**src/rtl/bcd_disp_pkg.sv**
```systemverilog
// Shared constants and helpers for the BCD counter / 7-segment display block.
// Segment patterns are {g,f,e,d,c,b,a}, active-low.
package bcd_disp_pkg;

  localparam int DIGIT_W = 4;

  localparam logic [6:0] SEG_0     = 7'b1000000;
  localparam logic [6:0] SEG_1     = 7'b1111001;
  localparam logic [6:0] SEG_2     = 7'b0100100;
  localparam logic [6:0] SEG_3     = 7'b0110000;
  localparam logic [6:0] SEG_4     = 7'b0011001;
  localparam logic [6:0] SEG_5     = 7'b0010010;
  localparam logic [6:0] SEG_6     = 7'b0000010;
  localparam logic [6:0] SEG_7     = 7'b1111000;
  localparam logic [6:0] SEG_8     = 7'b0000000;
  localparam logic [6:0] SEG_9     = 7'b0010000;
  localparam logic [6:0] SEG_BLANK = 7'b1111111;

  function automatic logic [6:0] bcd_to_seg(input logic [DIGIT_W-1:0] d);
    logic [6:0] s;
    case (d)
      4'd0:    s = SEG_0;
      4'd1:    s = SEG_1;
      4'd2:    s = SEG_2;
      4'd3:    s = SEG_3;
      4'd4:    s = SEG_4;
      4'd5:    s = SEG_5;
      4'd6:    s = SEG_6;
      4'd7:    s = SEG_7;
      4'd8:    s = SEG_8;
      4'd9:    s = SEG_9;
      default: s = SEG_BLANK;
    endcase
    return s;
  endfunction

  // Any nibble above 9 is clamped to 9 so the counter never leaves BCD range.
  function automatic logic [DIGIT_W-1:0] bcd_sat(input logic [DIGIT_W-1:0] d);
    return (d > 4'd9) ? 4'd9 : d;
  endfunction

endpackage

```
**src/rtl/bcd_digit_cell.sv**
```systemverilog
// Combinational up/down step logic for one BCD digit; registers live in the top.
// Out-of-range digits are clamped to 9 before stepping.
module bcd_digit_cell
  import bcd_disp_pkg::*;
(
  input  logic [DIGIT_W-1:0] digit,
  input  logic               up_dn,
  input  logic               step_in,
  output logic [DIGIT_W-1:0] next_digit,
  output logic               step_out,
  output logic               is_zero,
  output logic               is_nine
);

  logic [DIGIT_W-1:0] sat;

  assign sat     = bcd_sat(digit);
  assign is_zero = (sat == 4'd0);
  assign is_nine = (sat == 4'd9);

  always_comb begin
    next_digit = sat;
    step_out   = 1'b0;
    if (step_in) begin
      if (up_dn) begin
        if (is_nine) begin
          next_digit = 4'd0;
          step_out   = 1'b1;
        end else begin
          next_digit = sat + 4'd1;
        end
      end else begin
        if (is_zero) begin
          next_digit = 4'd9;
          step_out   = 1'b1;
        end else begin
          next_digit = sat - 4'd1;
        end
      end
    end
  end

endmodule

```
**src/rtl/bcd_counter_display.sv**
```systemverilog
// N-digit BCD up/down counter with registered, time-multiplexed 7-segment drive.
// Define LEADING_ZERO_BLANK_EN to blank leading zero digits (digit 0 always shown).
module bcd_counter_display
  import bcd_disp_pkg::*;
#(
  parameter int NUM_DIGITS   = 4,
  parameter int TICK_DIV     = 2500000,
  parameter int REFRESH_BITS = 11
) (
  input  logic                          clk,
  input  logic                          rst_n,
  input  logic                          en,
  input  logic                          up_dn,
  input  logic                          load,
  input  logic [DIGIT_W*NUM_DIGITS-1:0] load_val,
  output logic [DIGIT_W*NUM_DIGITS-1:0] count_bcd,
  output logic                          wrap,
  output logic [6:0]                    seg,
  output logic [NUM_DIGITS-1:0]         an
);

  localparam int CNT_W = DIGIT_W * NUM_DIGITS;
  localparam int DIV_W = (TICK_DIV > 1) ? $clog2(TICK_DIV) : 1;
  localparam int IDX_W = (NUM_DIGITS > 1) ? $clog2(NUM_DIGITS) : 1;
  localparam logic [DIV_W-1:0] DIV_LAST = DIV_W'(TICK_DIV - 1);
  localparam logic [IDX_W-1:0] IDX_LAST = IDX_W'(NUM_DIGITS - 1);

  logic [DIV_W-1:0]        div_q;
  logic                    tick_q;
  logic [REFRESH_BITS-1:0] scan_q;
  logic [IDX_W-1:0]        idx_q;

  logic [CNT_W-1:0]        count_next;
  logic [CNT_W-1:0]        load_sat;
  logic [NUM_DIGITS:0]     step;
  logic [NUM_DIGITS-1:0]   is_zero;
  logic [NUM_DIGITS-1:0]   is_nine;
  logic [NUM_DIGITS-1:0]   blank;
  logic [DIGIT_W-1:0]      sel_digit;
  logic                    sel_blank;
  logic                    unused_flags;

  // Tick divider: tick is high the cycle after the divider hits its last value.
  always_ff @(posedge clk or negedge rst_n) begin
    if (!rst_n) begin
      div_q  <= '0;
      tick_q <= 1'b0;
    end else if (en) begin
      div_q  <= (div_q == DIV_LAST) ? '0 : div_q + DIV_W'(1);
      tick_q <= (div_q == DIV_LAST);
    end else begin
      tick_q <= 1'b0;
    end
  end

  assign step[0] = 1'b1;

  for (genvar i = 0; i < NUM_DIGITS; i++) begin : g_digit
    bcd_digit_cell u_cell (
      .digit      (count_bcd[i*DIGIT_W +: DIGIT_W]),
      .up_dn      (up_dn),
      .step_in    (step[i]),
      .next_digit (count_next[i*DIGIT_W +: DIGIT_W]),
      .step_out   (step[i+1]),
      .is_zero    (is_zero[i]),
      .is_nine    (is_nine[i])
    );
  end

  always_comb begin
    load_sat = '0;
    for (int k = 0; k < NUM_DIGITS; k++) begin
      load_sat[k*DIGIT_W +: DIGIT_W] = bcd_sat(load_val[k*DIGIT_W +: DIGIT_W]);
    end
  end

  // Load wins over a coincident tick; carry out of the top digit is the wrap.
  always_ff @(posedge clk or negedge rst_n) begin
    if (!rst_n) begin
      count_bcd <= '0;
      wrap      <= 1'b0;
    end else if (load) begin
      count_bcd <= load_sat;
      wrap      <= 1'b0;
    end else if (tick_q) begin
      count_bcd <= count_next;
      wrap      <= step[NUM_DIGITS];
    end else begin
      wrap      <= 1'b0;
    end
  end

  always_ff @(posedge clk or negedge rst_n) begin
    if (!rst_n) begin
      scan_q <= '0;
      idx_q  <= '0;
    end else begin
      scan_q <= scan_q + REFRESH_BITS'(1);
      if (&scan_q) begin
        idx_q <= (idx_q == IDX_LAST) ? '0 : idx_q + IDX_W'(1);
      end
    end
  end

`ifdef LEADING_ZERO_BLANK_EN
  logic lead;
  always_comb begin
    blank = '0;
    lead  = 1'b1;
    for (int k = NUM_DIGITS - 1; k > 0; k--) begin
      lead     = lead & is_zero[k];
      blank[k] = lead;
    end
  end
`else
  assign blank = '0;
`endif

  assign unused_flags = ^{is_nine, is_zero};

  always_comb begin
    sel_digit = '0;
    sel_blank = 1'b0;
    for (int k = 0; k < NUM_DIGITS; k++) begin
      if (idx_q == IDX_W'(k)) begin
        sel_digit = count_bcd[k*DIGIT_W +: DIGIT_W];
        sel_blank = blank[k];
      end
    end
  end

  always_ff @(posedge clk or negedge rst_n) begin
    if (!rst_n) begin
      seg <= SEG_BLANK;
      an  <= '1;
    end else begin
      seg <= sel_blank ? SEG_BLANK : bcd_to_seg(sel_digit);
      an  <= ~(NUM_DIGITS'(1) << idx_q);
    end
  end

endmodule

```
**config.mk**
```make
export PLATFORM = sky130hd
export DESIGN_NAME = bcd_counter_display
export DESIGN_NICKNAME = d
export VERILOG_FILES = /design/src/rtl/bcd_disp_pkg.sv /design/src/rtl/bcd_digit_cell.sv /design/src/rtl/bcd_counter_display.sv
export SDC_FILE = /design/constraint.sdc
export NUM_CORES = 1
export LEC_CHECK = 0
export ABC_CLOCK_PERIOD_IN_PS = 4200
export CAP_MARGIN = 20
export CORE_ASPECT_RATIO = 0.7
export CORE_MARGIN = 1
export CORE_UTILIZATION = 60
export CTS_CLUSTER_DIAMETER = 40
export DETAILED_ROUTE_END_ITERATION = 10
export PLACE_DENSITY_LB_ADDON = 0.25
export SYNTH_ARGS = -nofsm -noshare
export SYNTH_HDL_FRONTEND = slang
export SYNTH_HIERARCHICAL = 1
export SYNTH_SLANG_ARGS = --single-unit
```
**constraint.sdc**
```tcl
create_clock -name clk -period 4.2 [get_ports clk]
set_clock_uncertainty 0.05 [all_clocks]
set_input_delay 0.84 -clock clk [delete_from_list [all_inputs] [get_ports clk]]
set_output_delay 0.84 -clock clk [all_outputs]
set_load 0.01 [all_outputs]
```
==> load_flow_metrics.sql <==
INSERT INTO impl_metrics (metric_group, metric, value, unit) VALUES
('final_layout', 'seqCellArea', '1615', 'µm²'),
('sta', 'fmaxAchievable', '289.9', 'MHz'),
('power', 'vdd_ir_drop_max', '0.0002592', 'V'),
('detailed_routing', 'detail_route.iter0.violations', '194', ''),
('global_routing', 'grt_first_pass_wirelength', '14.72', 'mm'),
('detailed_routing', 'viasPerCell', '5.943', ''),
('clock_network', 'clock_insertion_delay_worst_skew', '350', 'ps'),
('synth', 'syn_area', '3983', 'µm²'),
('worst_hold_path', 'min-delay-path-class', 'flop to flop', ''),
('place', 'gpl_congestion', '0.9039', ''),
('clock_network', 'clkTransAtPathRegs', '80', 'ps'),
('die', 'fp.coreArea', '6306', 'µm²'),
('detailed_routing', 'routed_via_count', '3221', ''),
('sta', 'rsz0062_at_grt', 'false', ''),
('clock_network', 'postCtsSetupBuffers', '0', ''),
('die', 'floorplan.rows', '24', ''),
('setup_path', 'worst_setup_path_start_kind', 'input pin', ''),
('place', 'numPlacedInstances', '526', ''),
('setup_path', 'crit_path_start', 'up_dn', ''),
('clock_network', 'clock_path_buffers', '2', ''),
('final_layout', 'fillers', '464', ''),
('worst_hold_path', 'holdCritStartpoint', 'scan_q[9]$_DFF_PN0_', ''),
('power', 'switching_share', '0.2928', ''),
('clock_network', 'cts_tree', 'yes', ''),
('global_routing', 'grt-ovfl-total', '0', ''),
('place', 'detailed_place_hpwl', '5.961', 'mm'),
('clock_network', 'clock-root-buffer', 'clkbuf_8', ''),
('status', 'outcome', 'complete, no violations', ''),
('die', 'dieHeight', '70.17', 'µm'),
('power', 'combPwrFrac', '0.178', ''),
('die', 'die_w', '99.38', 'µm'),
('detailed_routing', 'antenna_violating_nets_post_route', '0', ''),
('clock_network', 'clock_sinks', '64', ''),
('sta', 'post-route-min-period', '3450', 'ps'),
('setup_path', 'worst_r2r_startpoint', 'count_bcd[1]$_DFFE_PN0P_', ''),
('power', 'p_leak', '1.962', 'nW'),
('final_layout', 'area_of_the_multi_input_gates', '2197', 'µm²'),
('synth', 'avg_synthesized_cell_area', '9.643', 'µm²'),
('final_layout', 'final_nets', '487', ''),
('final_layout', 'layout-area-overhead-vs-synth', '17.97', '%'),
('synth', 'synth_warnings', '6', ''),
('sta', 'min_period_over_period', '0.8214', ''),
('clock_network', 'cts_made_buffers', '9', ''),
('setup_path', 'crit_path_end_kind', 'flop', ''),
('power', 'p_per_area', '348.8', 'nW/µm²'),
('global_routing', 'antenna_found_initial', '0', ''),
('final_layout', 'layout.cells.most_common_list', 'dfrtp_1 (53), clkdlybuf4s50_1 (47), nor2_1 (30)', ''),
('sta', 'timing.final.setup_violations', '0', ''),
('final_layout', 'mostFrequentLayoutCell', 'dfrtp_1', ''),
('place', 'port_buffers', '48', ''),
('detailed_routing', 'remaining_drc_errors', '0', ''),
('die', 'design.portCount', '49', ''),
('global_routing', 'grt_pass1_vias', '3024', ''),
('setup_path', 'worst_r2r_path_depth', '10', ''),
('die', 'start_util', '0.6315', ''),
('sta', 'worst_margin_pin_slew', '988.9', 'ps'),
('setup_path', 'worst_endpoint_data_arrival_time', '3630', 'ps'),
('flow_run', 'max_cap_viol_count', '0', ''),
('sta', 'setup-tns-final', '0', 'ps'),
('power', 'power_frac_seq', '0.461', ''),
('power', 'power.internal', '1.159', 'mW'),
('clock_network', 'ctsHtreeMaxLevel', '3', ''),
('final_layout', 'fin_cells', '542', ''),
('sta', 'finalMaxSlewViolations', '0', ''),
('worst_hold_path', 'whs_path_depth', '1', ''),
('die', 'die_area', '6973', 'µm²'),
('final_layout', 'antenna-diode-count', '0', ''),
('clock_network', 'post_cts_hold_buffer_count', '0', ''),
('final_layout', 'final_layout_size_suffix_gt1_frac', '0.1121', ''),
('global_routing', 'gr-usage-all-layers', '0.2705', ''),
('detailed_routing', 'detail_route.first_pass.iterations', '4', ''),
('power', 'netSwitchingPower', '479.8', 'µW'),
('sta', 'slew_headroom', '0.3407', ''),
('synth', 'syn_inst', '413', ''),
('detailed_routing', 'detail_route.wirelength', '8.608', 'mm'),
('detailed_routing', 'drt-wirelength-per-cell', '15.88', 'µm'),
('global_routing', 'pin_count_of_the_biggest_net_entering_global_routing', '44', ''),
('clock_network', 'post_cts.resized_instances', '0', ''),
('setup_path', 'peak_fanout_along_the_critical_path', '43', ''),
('power', 'clock_power_share', '0.360', ''),
('setup_path', 'criticalPathCategory', 'input pin to flop', ''),
('setup_path', 'timing.critical_path.required', '4380', 'ps'),
('sta', 'hold_viol_final', '0', '');
## area by class of cell
cell class	instances	area share
timing repair buffer	50	0.1044
tap	78	0.02077
multi-input combinational	313	0.4676
clock buffer	9	0.02636
clock inverter	7	0.02024
inverter	21	0.01678
sequential	64	0.3438
## stage by stage
stage | total power, mW | setup WS, ps | hold slack [ps] | instance area, µm² | utilization
finish | 1.639 | 750.3 | 413.8 | 4698 | 0.7450
global route | 1.715 | 550.8 | 433.1 | 4698 | 0.7450
CTS | 1.650 | 820.4 | 424.6 | 4698 | 0.7450
detailed placement | 1.056 | 442.9 | 414.7 | 4479 | 0.7103
global placement | 1.043 | 575.0 | 401.5 | 4479 | 0.7103
floorplan | 0.9350 | 1354 | 388.0 | 4005 | -
## worst paths after layout
| check | to | slack (ps) |
|---|---|---|
| min in group asynchronous | wrap$_DFF_PN0_ | 520 |
| worst max register to register | count_bcd[15]$_DFFE_PN0P_ | 1140 |
| worst max-delay path | count_bcd[15]$_DFFE_PN0P_ | 750 |
| worst min-delay path | scan_q[9]$_DFF_PN0_ | 410 |
| max in group asynchronous | seg[4]$_DFF_PN1_ | 2650 |
| worst min register to register | scan_q[9]$_DFF_PN0_ | 410 |
## state kept, by name (all words and copies together), names as in the netlist
register and count:
div_q 22, count_bcd 16, scan_q 11, seg 7
an 4, idx_q 2, tick_q 1, wrap 1
## power by group through the flow
stage,logic [mW],clock network [mW],registers [mW]
after floorplan,0.190,0,0.745
after global placement,0.280,0,0.763
after detailed placement,0.290,0,0.766
after CTS,0.293,0.602,0.755
after global routing,0.322,0.625,0.768
final,0.292,0.590,0.756
## critical path, cell delays in order
cell             delay [ps]
clkdlybuf4s50_1         480
buf_4                   360
o31ai_1                 180
mux2i_1                 150
and2_1                  290
and2_1                  320
and2_1                  320
inv_1                   130
a211oi_2                150
o21ba_1                 170
mux2i_1                 140
a21oi_1                  90
## metal layers
layer,wire [µm],GRT usage,vias to the layer above
li1,-,-,1562
met1,4207,0.3933,1550
met2,3812,0.4005,97
met3,459,0.06006,12
met4,129,0.09150,0
met5,0,0,-
Note: power is estimated with default switching activity, not from simulation.
